[config.mk]
export PLATFORM = sky130hd
export DESIGN_NAME = dram_arb
export DESIGN_NICKNAME = d
export VERILOG_FILES = /design/src/rtl/hxd_arb_pkg.sv /design/src/rtl/dram_arb.sv
export SDC_FILE = /design/constraint.sdc
export NUM_CORES = 1
export LEC_CHECK = 0
export CAP_MARGIN = 20
export CORE_AREA = 2 2 110 112
export DETAILED_ROUTE_END_ITERATION = 6
export DIE_AREA = 0 0 112 114
export GPL_TIMING_DRIVEN = 0
export PLACE_DENSITY_LB_ADDON = 0.08
export RECOVER_POWER = 100
export SLEW_MARGIN = 20
export SYNTH_ARGS = -nofsm -noshare
export SYNTH_HDL_FRONTEND = slang
export SYNTH_SLANG_ARGS = --single-unit
[constraint.sdc]
create_clock -name clk_i -period 2.5 [get_ports clk_i]
set_clock_uncertainty 0.1 [all_clocks]
set_input_delay 0.5 -clock clk_i [delete_from_list [all_inputs] [get_ports clk_i]]
set_output_delay 0.5 -clock clk_i [all_outputs]
set_load 0.02 [all_outputs]
[src/rtl/hxd_arb_pkg.sv]
// Shared types and sizing helpers for the data-RAM arbiter.
package hxd_arb_pkg;

    typedef enum logic [1:0] {
        ARB_IDLE     = 2'd0,
        ARB_OWN_CPU  = 2'd1,
        ARB_OWN_HOST = 2'd2
    } arb_state_t;

    typedef enum logic {
        ARB_CPU  = 1'b0,
        ARB_HOST = 1'b1
    } arb_id_t;

    // Default burst limit and the matching counter width.
    localparam int ARB_MAX_BURST = 16;
    localparam int ARB_BCNT_W    = $clog2(ARB_MAX_BURST + 1);

    // Counter width needed to hold values 0..max_burst inclusive.
    function automatic int arb_bcnt_w(input int max_burst);
        return $clog2(max_burst + 1);
    endfunction

endpackage

[src/rtl/dram_arb.sv]
// Two-requester arbiter for the single data-RAM port: CPU (requester 0)
// and the UART debug/loader host (requester 1). Ownership is registered,
// ties go to whoever did not own last, bursts are bounded unless locked,
// and 1-cycle read data is tagged back to the issuing requester.
module dram_arb
    import hxd_arb_pkg::*;
#(
    parameter int XLEN      = 32,
    parameter int MAX_BURST = 16
) (
    input  logic            clk_i,
    input  logic            rst_i,
    input  logic            cpu_req_i,
    input  logic            cpu_we_i,
    input  logic [XLEN-1:0] cpu_addr_i,
    input  logic [XLEN-1:0] cpu_wdata_i,
    input  logic [3:0]      cpu_be_i,
    input  logic            cpu_lock_i,
    output logic            cpu_gnt_o,
    output logic            cpu_rvalid_o,
    input  logic            host_req_i,
    input  logic            host_we_i,
    input  logic [XLEN-1:0] host_addr_i,
    input  logic [XLEN-1:0] host_wdata_i,
    input  logic [3:0]      host_be_i,
    input  logic            host_lock_i,
    output logic            host_gnt_o,
    output logic            host_rvalid_o,
    output logic [XLEN-1:0] rdata_o,
    output logic            ram_en_o,
    output logic [3:0]      ram_we_o,
    output logic [XLEN-1:0] ram_addr_o,
    output logic [XLEN-1:0] ram_wdata_o,
    input  logic [XLEN-1:0] ram_rdata_i
);

    localparam int BCNT_W = arb_bcnt_w(MAX_BURST);
    localparam logic [BCNT_W-1:0] BURST_MAX = BCNT_W'(MAX_BURST);

    arb_state_t        state_q;
    arb_id_t           last_owner_q;
    logic [BCNT_W-1:0] burst_cnt_q;
    logic              cpu_rvalid_q;
    logic              host_rvalid_q;

    logic              cpu_gnt;
    logic              host_gnt;
    logic              own_req;
    logic              own_lock;
    logic              oth_req;
    arb_id_t           own_id;
    arb_state_t        oth_state;
    logic [BCNT_W-1:0] burst_cnt_d;
    logic              burst_hit;

    // Saturating increment of the burst counter.
    function automatic logic [BCNT_W-1:0] burst_sat_inc(input logic [BCNT_W-1:0] c);
        if (c >= BURST_MAX) return c;
        return c + BCNT_W'(1);
    endfunction

    assign cpu_gnt  = (state_q == ARB_OWN_CPU)  && cpu_req_i;
    assign host_gnt = (state_q == ARB_OWN_HOST) && host_req_i;

    // Owner-relative view of the request lines and the RAM port mux.
    always_comb begin
        own_req     = 1'b0;
        own_lock    = 1'b0;
        oth_req     = 1'b0;
        own_id      = ARB_CPU;
        oth_state   = ARB_OWN_HOST;
        ram_en_o    = 1'b0;
        ram_we_o    = 4'b0;
        ram_addr_o  = '0;
        ram_wdata_o = '0;
        if (state_q == ARB_OWN_HOST) begin
            own_req   = host_req_i;
            own_lock  = host_lock_i;
            oth_req   = cpu_req_i;
            own_id    = ARB_HOST;
            oth_state = ARB_OWN_CPU;
        end else begin
            own_req   = cpu_req_i;
            own_lock  = cpu_lock_i;
            oth_req   = host_req_i;
        end
        if (cpu_gnt) begin
            ram_en_o    = 1'b1;
            ram_we_o    = cpu_we_i ? cpu_be_i : 4'b0;
            ram_addr_o  = cpu_addr_i;
            ram_wdata_o = cpu_wdata_i;
        end else if (host_gnt) begin
            ram_en_o    = 1'b1;
            ram_we_o    = host_we_i ? host_be_i : 4'b0;
            ram_addr_o  = host_addr_i;
            ram_wdata_o = host_wdata_i;
        end
        burst_cnt_d = (cpu_gnt || host_gnt) ? burst_sat_inc(burst_cnt_q) : burst_cnt_q;
        burst_hit   = (burst_cnt_d == BURST_MAX);
    end

    // Ownership FSM, burst counter and read-return tags.
    always_ff @(posedge clk_i) begin
        if (rst_i) begin
            state_q       <= ARB_IDLE;
            last_owner_q  <= ARB_HOST;
            burst_cnt_q   <= '0;
            cpu_rvalid_q  <= 1'b0;
            host_rvalid_q <= 1'b0;
        end else begin
            cpu_rvalid_q  <= cpu_gnt  && !cpu_we_i;
            host_rvalid_q <= host_gnt && !host_we_i;
            case (state_q)
                ARB_IDLE: begin
                    burst_cnt_q <= '0;
                    if (cpu_req_i && host_req_i)
                        state_q <= (last_owner_q == ARB_CPU) ? ARB_OWN_HOST : ARB_OWN_CPU;
                    else if (cpu_req_i)
                        state_q <= ARB_OWN_CPU;
                    else if (host_req_i)
                        state_q <= ARB_OWN_HOST;
                end
                ARB_OWN_CPU, ARB_OWN_HOST: begin
                    if (own_lock) begin
                        // Lock holds ownership regardless of the burst limit.
                        burst_cnt_q <= burst_cnt_d;
                    end else if (!own_req) begin
                        state_q      <= oth_req ? oth_state : ARB_IDLE;
                        last_owner_q <= own_id;
                        burst_cnt_q  <= '0;
                    end else if (burst_hit && oth_req) begin
                        // This beat was the owner's last; hand over with no gap.
                        state_q      <= oth_state;
                        last_owner_q <= own_id;
                        burst_cnt_q  <= '0;
                    end else begin
                        burst_cnt_q <= burst_cnt_d;
                    end
                end
                default: state_q <= ARB_IDLE;
            endcase
        end
    end

    assign cpu_gnt_o     = cpu_gnt;
    assign host_gnt_o    = host_gnt;
    assign cpu_rvalid_o  = cpu_rvalid_q;
    assign host_rvalid_o = host_rvalid_q;
    assign rdata_o       = ram_rdata_i;

endmodule

==> impl_metrics.json <==
{
  "status": "completed",
  "core_area_mm2": 0.0117,
  "start_util_pct": 14.8,
  "syn-cell-area_mm2": 0.00174,
  "cp-start-kind": "register",
  "syn_inst": 225,
  "h-tree-depth": 1,
  "first_global_vias": 2573,
  "switching_share_pct": 45.0,
  "yosys.area.top_type": "a22o_1",
  "cts_buffers": 3,
  "critPathMaxFanout": 10,
  "portBuffers": 247,
  "worstPathArrival_ps": 1800,
  "worstPathRequired_ps": 1900,
  "grt_use_met3_pct": 6.59,
  "synth_common_cells": "64 x a22o_1, 32 x buf_4, 15 x clkbuf_1, 15 x nand2_1",
  "netlist_top_cells_area": "a22o_1 32%, buf_4 14%, dfxtp_1 12%",
  "dieArea_mm2": 0.0128,
  "p_comb_share_pct": 76.1,
  "ys_warn_count": 0,
  "drc": 0,
  "power_density_mw_per_mm2": 493,
  "num_vias": 2677,
  "worstSetupPathType": "reg2out",
  "use_met2_pct": 29.6,
  "grtUsageTotal_pct": 16.6,
  "timing.hold.ws_ps": 412,
  "stdcell_count": 628,
  "antenna_cells": 0,
  "die_h_um": 114,
  "top_usage_layer": "met2",
  "synth_area_per_cell_um2": 7.71,
  "synth.top_cell.area_share_pct": 32.3,
  "ios": 281,
  "slew-limit-headroom_pct": 64.7,
  "post-route-period-util_pct": 96.1,
  "p_sw_uw": 997,
  "clk_latency_ps": 240,
  "grt_use_met1_pct": 19.8,
  "cts_max_path_buffers": 2,
  "timing.fmax_ghz": 0.416,
  "tightest_slew_ps": 530,
  "synth-seq-cells": 10,
  "grt_max_degree": 11,
  "yosysSeqAreaShare_pct": 11.5,
  "place_congestion": 0.830,
  "synthToLayoutAreaGrowth_pct": 159,
  "cap_violations": 0,
  "rsz0062_at_grt": "false",
  "fin_nets": 664,
  "cpMaxStageDelayCell": "dfxtp_2",
  "cts.sinks": 10,
  "crit_chain": "inv_2, ha_4, buf_8, nand2_8, nor2_4, buf_12, clkbuf_8, a22o_4, clkbuf_2",
  "num_rows": 40,
  "first_pass_iters": 4,
  "hold_viol": 0,
  "p_int_mw": 1.22,
  "hold_path.class": "reg2reg",
  "via_per_inst": 4.26,
  "setup_violations": 0,
  "drive_gt1_share_pct": 29.3,
  "yosysMostFrequentCell": "a22o_1",
  "routedWlPerCell_um": 18.4,
  "drt_iter0_markers": 137,
  "finalCriticalPeriod_ps": 2400,
  "antenna_found_initial": 0,
  "p_total_mw": 2.22,
  "ys.flop_type": "dfxtp_1",
  "cpPeakStageDelay_ps": 380,
  "synthArstFlopShare_pct": 0,
  "clk_pin_slew_worst_paths_ps": 40,
  "dp_hpwl_um": 10200,
  "cts_tree": "done",
  "whs_path_depth": 2,
  "die_w_um": 112,
  "dpl.cell_count": 619,
  "grt_overflow": 0,
  "routed_wl_um": 11500,
  "yosysUniqueCellTypes": 46,
  "leakagePower_nw": 1.88,
  "pwr-share-clk_pct": 14.7,
  "p_seq_share_pct": 9.2,
  "rr_worst_depth": 9,
  "max-vdd-ir-drop_mv": 0.367,
  "drv_slew": 0,
  "syn_nets": 407,
  "ant_nets": 0,
  "synth_edf_count": 0,
  "grt_pass1_wl_um": 16100,
  "endpoint_kind": "primary output",
  "clockRootBuffer": "clkbuf_16"
}
-- final cells by class --
class,instances,area (um^2)
clock buffers,4,88.8
fillers,1241,7210
repair buffers,252,2340
plain buffers,49,377
multi-input cells,156,1260
inverters,10,45.0
flip-flops and latches,10,205
well taps,147,184
-- path summary, 6_finish.rpt --
kind | slack, ps | startpoint | end
setup / recovery | 100 | state_q[0] | ram_wdata_o[23]
hold / removal | 410 | state_q[0] | state_q[0]
setup reg to reg | 160 | state_q[0] | burst_cnt_q[3]
hold reg to reg | 410 | state_q[0] | state_q[0]
-- critical path: cells and delay by family, from the launching register on --
| family | cells | cell delay, ps |
|---|---|---|
| adders and majority gates | 1 | 180 |
| AOI/OAI and AO/OA | 1 | 230 |
| buffers and inverters | 5 | 630 |
| DFF | 1 | 380 |
| and+or+nand+nor | 2 | 140 |
-- metrics by stage --
step           setup slack, ps  instance area (um^2)  util (%)  TNS (ps)
5_1_grt                   3.80                  4500      38.4         0
6_report                  96.4                  4500      38.4         0
2_1_floorplan             64.2                  1740         -         0
3_3_place_gp             -1430                  4390      37.5    -88930
4_1_cts                  -41.2                  4550      38.9      -101
3_5_place_dp             -1460                  4390      37.5    -91550
-- cells in the final DEF, fill, tap and decap left out, types with 3 or more instances in the layout --
master	instances
clkdlybuf4s50_1	141
a22o_1	63
buf_4	43
dlygate4sd3_1	36
clkbuf_2	34
clkdlybuf4s15_2	21
nand2_1	13
nor3_1	10
buf_2	8
nor2_1	8
dfxtp_1	8
inv_1	7
nand3_1	7
o21ai_0	7
clkbuf_8	5
clkbuf_1	4
ha_1	4
a21oi_1	3
clkbuf_16	3
dlygate4sd2_1	3
-- registers in the layout, indices dropped and copies added (netlist names) --
signal	flops
burst_cnt_q	5
state_q	2
cpu_rvalid_o	1
host_rvalid_o	1
last_owner_q	1
-- kinds of logic (layout without fill, tap and decap cells) --
family / Yosys count / after routing / synth area share [%]
AO/OA/AOI/OAI: 93 / 93 / 46.6
XOR/XNOR: 1 / 1 / 0.505
adder cells (fa/ha/maj): 6 / 6 / 4.33
buffers and inverters: 60 / 315 / 20.2
flip-flops: 10 / 10 / 11.5
multiplexers: 1 / 1 / 0.577
AND/OR/NAND/NOR: 54 / 55 / 16.2
-- routing by layer --
| metal | up-vias | wire (um) | part of all wire, % |
|---|---|---|---|
| met5 | - | 0 | 0 |
| met4 | 0 | 10 | 0.087 |
| met3 | 2 | 1150 | 10 |
| met2 | 103 | 5850 | 51 |
| met1 | 1224 | 4540 | 39 |
| li1 | 1348 | - | - |
-- repair_timing --
item / 4_1_cts / 5_1_grt
pin swaps: 1 / 2
hold endpoints to repair: 0 / 0
hold buffers: 0 / 0
resized for setup: 306 / 19
cloned: 1 / 0
buffers inserted: 4 / 1
setup endpoints to repair: 71 / 44
-- power by group through the flow --
| stage | logic [mW] | clock network [mW] | registers, mW |
|---|---|---|---|
| 6_report | 1.69 | 0.326 | 0.203 |
| 5_1_grt | 1.80 | 0.348 | 0.207 |
| 4_1_cts | 1.74 | 0.339 | 0.203 |
| 3_5_place_dp | 1.72 | 0 | 0.195 |
| 3_3_place_gp | 1.72 | 0 | 0.193 |
| 2_1_floorplan | 0.885 | 0 | 0.193 |
No activity file was read; power rests on OpenSTA's default activity.
